File: src/rtl/instruction_fetch_sequencer.sv
// Fetch sequencer for the 9-bit instruction ROM: PC, instruction register, valid/ready issue, redirects, halt/fault.
// Optional retired-instruction counter built only when SEQ_RETIRE_COUNT_EN is defined.
module instruction_fetch_sequencer #(
  parameter int                 ADDR_W      = 8,
  parameter int                 INSTR_W     = 9,
  parameter logic [ADDR_W-1:0]  RESET_PC    = '0,
  parameter logic [ADDR_W-1:0]  PROG_LAST   = ADDR_W'(17),
  parameter logic [INSTR_W-1:0] HALT_OPCODE = INSTR_W'(9'b011100010)
) (
  input  logic               clk,
  input  logic               rst_n,
  input  logic               start,
  output logic [ADDR_W-1:0]  rom_addr,
  input  logic [INSTR_W-1:0] rom_instr,
  output logic [INSTR_W-1:0] instr,
  output logic               instr_valid,
  input  logic               instr_ready,
  input  logic               jump_en,
  input  logic [ADDR_W-1:0]  jump_target,
  input  logic               branch_taken,
  input  logic [ADDR_W-1:0]  branch_offset,
  output logic [ADDR_W-1:0]  pc,
  output logic               halted,
  output logic               fault,
  output logic [15:0]        retired_count
);

  typedef enum logic [1:0] {IDLE, FETCH, ISSUE, HALT} state_t;

  state_t             state, state_next;
  logic [ADDR_W-1:0]  pc_next;
  logic [INSTR_W-1:0] instr_next;
  logic               fault_next;
  logic               handshake;

  // Status outputs decode straight from state so reset drops them without waiting for a clock.
  assign rom_addr    = pc;
  assign instr_valid = (state == ISSUE);
  assign halted      = (state == HALT);
  assign handshake   = instr_valid & instr_ready;

  always_ff @(posedge clk or negedge rst_n) begin
    if (!rst_n) begin
      state <= IDLE;
      pc    <= RESET_PC;
      instr <= '0;
      fault <= 1'b0;
    end else begin
      state <= state_next;
      pc    <= pc_next;
      instr <= instr_next;
      fault <= fault_next;
    end
  end

  always_comb begin
    state_next = state;
    pc_next    = pc;
    instr_next = instr;
    fault_next = fault;
    case (state)
      IDLE: begin
        if (start) begin
          pc_next    = RESET_PC;
          state_next = FETCH;
        end
      end
      FETCH: begin
        if (pc > PROG_LAST) begin
          fault_next = 1'b1;
          state_next = HALT;
        end else begin
          instr_next = rom_instr;
          state_next = ISSUE;
        end
      end
      ISSUE: begin
        if (handshake) begin
          if (instr == HALT_OPCODE) begin
            state_next = HALT;
          end else begin
            // Jump has priority over branch; both wrap modulo 2^ADDR_W.
            if (jump_en)           pc_next = jump_target;
            else if (branch_taken) pc_next = pc + branch_offset;
            else                   pc_next = pc + ADDR_W'(1);
            state_next = FETCH;
          end
        end
      end
      HALT: begin
        if (start) begin
          fault_next = 1'b0;
          pc_next    = RESET_PC;
          state_next = FETCH;
        end
      end
      default: state_next = IDLE;
    endcase
  end

`ifdef SEQ_RETIRE_COUNT_EN
  logic [15:0] count;
  logic        clear_count;

  assign clear_count = start & ((state == IDLE) | (state == HALT));

  always_ff @(posedge clk or negedge rst_n) begin
    if (!rst_n) begin
      count <= '0;
    end else if (clear_count) begin
      count <= '0;
    end else if (handshake && (count != 16'hFFFF)) begin
      count <= count + 16'd1;
    end
  end

  assign retired_count = count;
`else
  assign retired_count = 16'h0000;
`endif

endmodule
File: config.mk
export PLATFORM = sky130hd
export DESIGN_NAME = instruction_fetch_sequencer
export DESIGN_NICKNAME = d
export VERILOG_FILES = /design/src/rtl/instruction_fetch_sequencer.sv
export SDC_FILE = /design/constraint.sdc
export NUM_CORES = 1
export LEC_CHECK = 0
export ABC_CLOCK_PERIOD_IN_PS = 5320
export CAP_MARGIN = 20
export CORE_MARGIN = 5
export CORE_UTILIZATION = 44
export CTS_CLUSTER_SIZE = 8
export DETAILED_ROUTE_END_ITERATION = 10
export PLACE_DENSITY_LB_ADDON = 0.1
export SYNTH_ARGS = -nofsm -noshare
export SYNTH_HDL_FRONTEND = slang
export SYNTH_SLANG_ARGS = --single-unit
File: constraint.sdc
create_clock -name clk -period 5.32 [get_ports clk]
set_input_delay 0.532 -clock clk [delete_from_list [all_inputs] [get_ports clk]]
set_output_delay 0.532 -clock clk [all_outputs]
set_load 0.01 [all_outputs]
==> results of run 1 <==
-- area by class of cell --
class / count / area, µm² / share of cell area [%]
clock buffers: 4 / 36.3 / 1.75
multi-input cells: 120 / 868 / 42.0
repair buffers: 58 / 581 / 28.1
flip-flops and latches: 20 / 500 / 24.2
inverters: 7 / 26.3 / 1.27
well taps: 46 / 57.6 / 2.78
-- placed cells by master, fill, tap and decap left out, types with 6 or more instances in the layout --
cell type         n
nand2_1          13
nor2_1           11
clkdlybuf4s50_1  58
o21ai_0           6
a21oi_1           6
mux2_2            9
inv_1             7
dfrtp_1          20
conb_1           16
ha_1             10
-- final timing paths --
kind | cells after the start | slack, ns | to
worst max-delay path | 10 | 2.84 | pc[6]$_DFFE_PN0P_
worst min-delay path | 2 | 0.53 | fault$_DFFE_PN0P_
worst max register to register | 6 | 2.92 | pc[4]$_DFFE_PN0P_
worst min register to register | 2 | 0.53 | fault$_DFFE_PN0P_
max in group asynchronous | 1 | 4.07 | instr[7]$_DFFE_PN0P_
min in group asynchronous | 1 | 0.72 | pc[3]$_DFFE_PN0P_
-- report_power, final --
group	leakage [µW]	total (µW)	internal, µW	switching, µW
sequential	0.000242	291	222	68.4
combinational	0.000653	625	334	290
clock	0.0000210	89.0	41.7	47.3
total	0.000916	1000	598	406
-- stage by stage --
step	cells	util [%]
2_1_floorplan	177	-
3_3_place_gp	251	60.0
3_5_place_dp	251	60.0
4_1_cts	255	61.1
5_1_grt	255	61.1
6_report	255	61.1
-- worst max-delay path: stages --
cell	delay, ns
clkdlybuf4s50_1	0.53
nand2b_1	0.13
ha_1	0.21
inv_1	0.07
fa_1	0.40
nand2b_1	0.18
a211oi_1	0.22
a211oi_1	0.08
mux2i_1	0.13
a32o_1	0.22
-- logic make-up after synthesis --
family	count (synthesis)	share of synthesized area (%)
and+or+nand+nor	45	15.3
xor gates and xnor gates	3	1.68
adders and majority gates	11	9.26
AOI/OAI and AO/OA	32	16.3
DFF	20	31.9
muxes	13	9.02
other	1	0.239
buffers and inverters	37	16.3
-- per-layer routing --
layer	GRT usage (%)	vias to the layer above	routed length (µm)
met2	27.1	50	1850
met3	4.78	6	270
met1	19.1	629	1590
met5	0	-	0
met4	3.83	0	44
li1	-	619	-
-- sequential cells by signal (all words and copies together) (netlist names) --
register,count
instr,9
pc,8
state,2
fault,1
==> out/metrics.json, run 1 <==
{
  "worst_slew_pin_slew": {"value": 0.877, "unit": "ns"},
  "yosys.area.top_type_share": {"value": 31.9, "unit": "%"},
  "finalCritPeriodShare": {"value": 46.7, "unit": "%"},
  "power_density": {"value": 485, "unit": "nW/µm²"},
  "grt_start_max_net_pins": {"value": 21},
  "irDropWorstVdd": {"value": 0.322, "unit": "mV"},
  "die_area": {"value": 4860, "unit": "µm²"},
  "synth-seq-cells": {"value": 20},
  "most_used_standard_cells_in_the_synthesized_netlist": {"value": "buf_4, dfrtp_1, nand2_1, nor2_1, ha_1"},
  "die_h": {"value": 69.7, "unit": "µm"},
  "placement.setup.worst_slack": {"value": 2.49, "unit": "ns"},
  "synth_flop_cell": {"value": "dfrtp_1"},
  "postSynthCellCount": {"value": 162},
  "power.static_leakage": {"value": 0.000916, "unit": "µW"},
  "clk_path_buf_depth": {"value": 2},
  "worst_ep_required_time": {"value": 5.53, "unit": "ns"},
  "post-route-drc-count": {"value": 0},
  "tritoncts.num_buffers": {"value": 3},
  "grtUsageTotal": {"value": 15.7, "unit": "%"},
  "timing.slew.headroom": {"value": 41.4, "unit": "%"},
  "diodes": {"value": 0},
  "postPlaceCellArea": {"value": 2030, "unit": "µm²"},
  "clk_pin_slew": {"value": 0.12, "unit": "ns"},
  "grt_pass1_vias": {"value": 1310},
  "clkLatencyLatePin": {"value": 0.30, "unit": "ns"},
  "cts.repair.resized": {"value": 0},
  "run_status": {"value": "complete, no violations"},
  "grt_pass1_wl": {"value": 6380, "unit": "µm"},
  "coreArea": {"value": 3390, "unit": "µm²"},
  "synth.most_common_cell": {"value": "buf_4"},
  "grt_setup_unrepaired": {"value": "false"},
  "critical_path.startpoint_type": {"value": "primary input"},
  "num_rows": {"value": 21},
  "gr-total-overflow": {"value": 0},
  "gp_congestion": {"value": 0.781},
  "post-route-cell-area": {"value": 2070, "unit": "µm²"},
  "finalPower": {"value": 1000, "unit": "µW"},
  "finalHoldViolCount": {"value": 0},
  "io-pin-count": {"value": 75},
  "synthArstFlopShare": {"value": 100, "unit": "%"},
  "vias": {"value": 1304},
  "sequential_cell_area_fraction_in_the_yosys_report": {"value": 31.9, "unit": "%"},
  "drtAntennaViolNets": {"value": 0},
  "regToRegStartpoint": {"value": "state[0]$_DFFE_PN0P_"},
  "initial_standard_cell_utilization_of_the_core": {"value": 46.3, "unit": "%"},
  "synth.yosys.warnings": {"value": 0},
  "finalHoldWorstSlack": {"value": 0.532, "unit": "ns"},
  "achievable-frequency": {"value": 403, "unit": "MHz"},
  "drt_iter0_markers": {"value": 33},
  "setup.worst_path.end_class": {"value": "flop"},
  "cts_setup_buffers": {"value": 0},
  "cp_max_fo": {"value": 8},
  "report.final.setup_viol": {"value": 0},
  "synth_cell_types": {"value": 36},
  "timing.final.max_slew_violations": {"value": 0},
  "dp_hpwl": {"value": 3060, "unit": "µm"},
  "period_needed": {"value": 2.48, "unit": "ns"},
  "worst-setup-path-type": {"value": "in -> reg"},
  "numPortBuffers": {"value": 58},
  "worstSetupStartpoint": {"value": "branch_taken"},
  "fin_tns_setup": {"value": 0, "unit": "ns"},
  "netlist.top_cell.by_area": {"value": "dfrtp_1"},
  "cts.root.buffer_cell": {"value": "clkbuf_4"},
  "synth_area_leaders": {"value": "dfrtp_1, buf_4, ha_1"},
  "filler_cell_count": {"value": 306},
  "antenna_found_initial": {"value": 0},
  "final_critical_path_setup_slack": {"value": 2.84, "unit": "ns"},
  "crit_arrival": {"value": 2.69, "unit": "ns"},
  "route.detailed.wl_per_inst": {"value": 14.7, "unit": "µm"},
  "synth_area_per_cell": {"value": 9.68, "unit": "µm²"},
  "drt_wl_total": {"value": 3760, "unit": "µm"},
  "firstDrtPassIters": {"value": 4},
  "worstHoldPathType": {"value": "reg -> reg"},
  "cts.sinks": {"value": 20},
  "postCtsHoldBufs": {"value": 0},
  "nets": {"value": 252},
  "clock_tree.htree_level_count": {"value": 1},
  "post_synth_instance_area": {"value": 1570, "unit": "µm²"},
  "worst_clock_skew": {"value": 0.00614, "unit": "ns"},
  "drive_gt1_share": {"value": 10.0, "unit": "%"},
  "drt-vias-per-instance": {"value": 5.11},
  "tritoncts": {"value": "built"},
  "synth_edf_count": {"value": 0},
  "max-cap-violations": {"value": 0},
  "synthToLayoutAreaGrowth": {"value": 32.0, "unit": "%"},
  "chip_width": {"value": 69.7, "unit": "µm"},
  "hold_wc_startpoint": {"value": "fault$_DFFE_PN0P_"}
}
(Power assumes the default switching activity.)
==> run 2: changes to the inputs <==
--- a/config.mk
+++ b/config.mk
@@ -5,10 +5,10 @@
 export SDC_FILE = /design/constraint.sdc
 export NUM_CORES = 1
 export LEC_CHECK = 0
-export ABC_CLOCK_PERIOD_IN_PS = 5320
+export ABC_CLOCK_PERIOD_IN_PS = 2100
 export CAP_MARGIN = 20
 export CORE_MARGIN = 5
-export CORE_UTILIZATION = 44
+export CORE_UTILIZATION = 37
 export CTS_CLUSTER_SIZE = 8
 export DETAILED_ROUTE_END_ITERATION = 10
 export PLACE_DENSITY_LB_ADDON = 0.1
==> constraint.sdc (replaced) <==
create_clock -name clk -period 2.1 [get_ports clk]
set_input_delay 0.21 -clock clk [delete_from_list [all_inputs] [get_ports clk]]
set_output_delay 0.21 -clock clk [all_outputs]
set_load 0.01 [all_outputs]
==> run 2 against run 1 <==
  * Sequential share of layout area shrank 2.2 points
  * Non-clock buffer count increased by 21
  * Critical endpoint is now pc[5]$_DFFE_PN0P_
  * Power rose to 2.8 times the previous value
  * Largest cell class unchanged
  * Register-to-register slack got worse by 2.8 ns
  * Highest routed layer unchanged
  * Largest power group unchanged
  * Sequential power grew 140%
  * Flip-flop and latch count did not move
  * Die area rose by 16%
  * Combinational power rose to 2.9 times the previous value
  * Core utilization decreased by 5.0 points
  * Clock skew fell by 0.0039 ns
==> out/metrics.json, run 2 (synthesis results as in run 1) <==
{
  "run_status": {"value": "complete, no violations"},
  "final_critical_path_setup_slack": {"value": 0.110, "unit": "ns", "change": "-2.73 ns"},
  "tritoncts.num_buffers": {"value": 3, "change": "unchanged"},
  "synthToLayoutAreaGrowth": {"value": 45.0, "unit": "%"},
  "regMostFlops": {"value": "instr"},
  "finalHoldViolCount": {"value": 0, "change": "unchanged"},
  "largest_register_ffs": {"value": 9, "change": "unchanged"},
  "numPortBuffers": {"value": 58, "change": "unchanged"},
  "grt_pass1_wl": {"value": 6630, "unit": "µm", "change": "+3.9%"},
  "worst_clock_skew": {"value": 0.00227, "unit": "ns", "change": "-0.00387 ns"},
  "cts.root.buffer_cell": {"value": "clkbuf_8"},
  "drt_iter0_markers": {"value": 58, "change": "+76%"},
  "irDropWorstVdd": {"value": 0.630, "unit": "mV", "change": "+96%"},
  "finalCritPeriodShare": {"value": 94.8, "unit": "%"},
  "post-route-drc-count": {"value": 0, "change": "unchanged"},
  "firstDrtPassIters": {"value": 4, "change": "unchanged"},
  "reg.largest.list": {"value": "instr (9), pc (8), state (2)"},
  "grt_pass1_vias": {"value": 1428, "change": "+9.0%"},
  "clk_path_buf_depth": {"value": 2, "change": "unchanged"},
  "tritoncts": {"value": "built"},
  "grt_start_max_net_pins": {"value": 21, "change": "unchanged"},
  "timing.final.max_slew_violations": {"value": 0, "change": "unchanged"},
  "fin_tns_setup": {"value": 0, "unit": "ns", "change": "unchanged"},
  "post_layout_cell_count": {"value": 280, "change": "+9.8%"},
  "die_area": {"value": 5640, "unit": "µm²", "change": "+16%"},
  "critical_path.startpoint_type": {"value": "flop"},
  "drive_gt1_share": {"value": 20.0, "unit": "%", "change": "+10 points"},
  "diodes": {"value": 0, "change": "unchanged"},
  "initial_standard_cell_utilization_of_the_core": {"value": 38.6, "unit": "%", "change": "-7.6 points"},
  "power.static_leakage": {"value": 0.00105, "unit": "µW", "change": "+14%"},
  "gr-total-overflow": {"value": 0, "change": "unchanged"},
  "chip_width": {"value": 75.1, "unit": "µm", "change": "+7.8%"},
  "achievable-frequency": {"value": 503, "unit": "MHz"},
  "io-pin-count": {"value": 75, "change": "unchanged"},
  "max-cap-violations": {"value": 0, "change": "unchanged"},
  "clk_pin_slew": {"value": 0.07, "unit": "ns", "change": "-0.05 ns"},
  "placement.setup.worst_slack": {"value": -0.261, "unit": "ns", "change": "-2.75 ns"},
  "grtUsageTotal": {"value": 15.2, "unit": "%", "change": "-0.51 points"},
  "cts.sinks": {"value": 20, "change": "unchanged"},
  "drtAntennaViolNets": {"value": 0, "change": "unchanged"},
  "route.detailed.wl_per_inst": {"value": 14.4, "unit": "µm", "change": "-2.4%"},
  "worst_ep_required_time": {"value": 2.26, "unit": "ns", "change": "-3.27 ns"},
  "finish.utilization": {"value": 56.0, "unit": "%", "change": "-5.0 points"},
  "gp_congestion": {"value": 0.819, "change": "+4.9%"},
  "coreArea": {"value": 4060, "unit": "µm²", "change": "+20%"},
  "layout.cells.most_common_list": {"value": "clkdlybuf4s50_1, buf_4, dfrtp_1"},
  "die_h": {"value": 75.1, "unit": "µm", "change": "+7.8%"},
  "worst_setup_slack_for_register_to_register_paths": {"value": 0.11, "unit": "ns", "change": "-2.81 ns"},
  "regToRegStartpoint": {"value": "state[0]$_DFFE_PN0P_"},
  "worst-setup-path-type": {"value": "reg -> reg"},
  "worstSetupStartpoint": {"value": "state[0]$_DFFE_PN0P_"},
  "nets": {"value": 273, "change": "+8.3%"},
  "drt-vias-per-instance": {"value": 4.85, "change": "-5.1%"},
  "period_needed": {"value": 1.99, "unit": "ns"},
  "crit_arrival": {"value": 2.15, "unit": "ns", "change": "-0.54 ns"},
  "power_density": {"value": 1240, "unit": "nW/µm²", "change": "+160%"},
  "dp.cells": {"value": 274, "change": "+9.2%"},
  "num_rows": {"value": 23, "change": "+9.5%"},
  "clkLatencyLatePin": {"value": 0.26, "unit": "ns", "change": "-0.04 ns"},
  "layout.cells.most_common": {"value": "clkdlybuf4s50_1"},
  "worstHoldPathType": {"value": "in -> async"},
  "cp_max_fo": {"value": 14, "change": "+6"},
  "postCtsHoldBufs": {"value": 0, "change": "unchanged"},
  "report.final.setup_viol": {"value": 0, "change": "unchanged"},
  "vias": {"value": 1359, "change": "+4.2%"},
  "setup.worst_path.end_class": {"value": "flop"},
  "dp_hpwl": {"value": 3290, "unit": "µm", "change": "+7.8%"},
  "clock_tree.htree_level_count": {"value": 1, "change": "unchanged"},
  "drt_wl_total": {"value": 4020, "unit": "µm", "change": "+7.2%"},
  "antenna_found_initial": {"value": 0, "change": "unchanged"}
}
run 2: per-layer routing:
| metal | wire length (µm) | GRT usage [%] | vias to the layer above | share of wire [%] |
|---|---|---|---|---|
| met5 | 0 | 0 | - | 0 |
| li1 | - | - | 662 | - |
| met3 | 350 | 4.41 | 2 | 8.7 |
| met2 | 2040 | 27.3 | 47 | 51 |
| met4 | 17 | 2.96 | 0 | 0.42 |
| met1 | 1620 | 18.1 | 648 | 40 |
run 2: power by group:
| group | leakage [µW] | switching (µW) | total [µW] | internal (µW) |
|---|---|---|---|---|
| sequential | 0.000242 | 147 | 711 | 564 |
| combinational | 0.000777 | 816 | 1820 | 1010 |
| clock | 0.0000288 | 125 | 292 | 167 |
run 2: cell type report:
class                           instances  area [µm²]
Multi-Input combinational cell        120         888
Fill cell                             356        1780
Clock buffer                            4        55.1
Timing Repair Buffer                   79         741
Sequential cell                        20         500
Tap cell                               50        62.6
Inverter                                7        26.3
run 2: timing repair:
action,4_1_cts,5_1_grt
buffers inserted,0,2
endpoints found under the setup margin,0,4
resized for setup,0,5
run 2: worst paths after layout:
path,endpoint,cells past startpoint
max in group asynchronous,pc[3]$_DFFE_PN0P_,2
min in group clk,fault$_DFFE_PN0P_,2
setup reg to reg,pc[5]$_DFFE_PN0P_,7
setup / recovery,pc[5]$_DFFE_PN0P_,7
hold reg to reg,fault$_DFFE_PN0P_,2
hold / removal,instr[1]$_DFFE_PN0P_,2
run 2: critical path, stage by stage (launching register included):
cell     delay (ns)
dfrtp_1        0.38
inv_1          0.06
ha_1           0.24
nor2b_1        0.15
a21oi_2        0.17
or3b_1         0.36
buf_4          0.20
o41ai_2        0.32
run 2: stage by stage:
step / total power [µW] / area (µm²) / hold WS, ns
final: 2830 / 2270 / 0.293
after global placement: 2470 / 2180 / 0.487
after floorplan: 1850 / 1620 / -0.0856
after CTS: 2810 / 2240 / 0.293
after detailed placement: 2500 / 2180 / 0.509
after global routing: 3060 / 2270 / 0.315
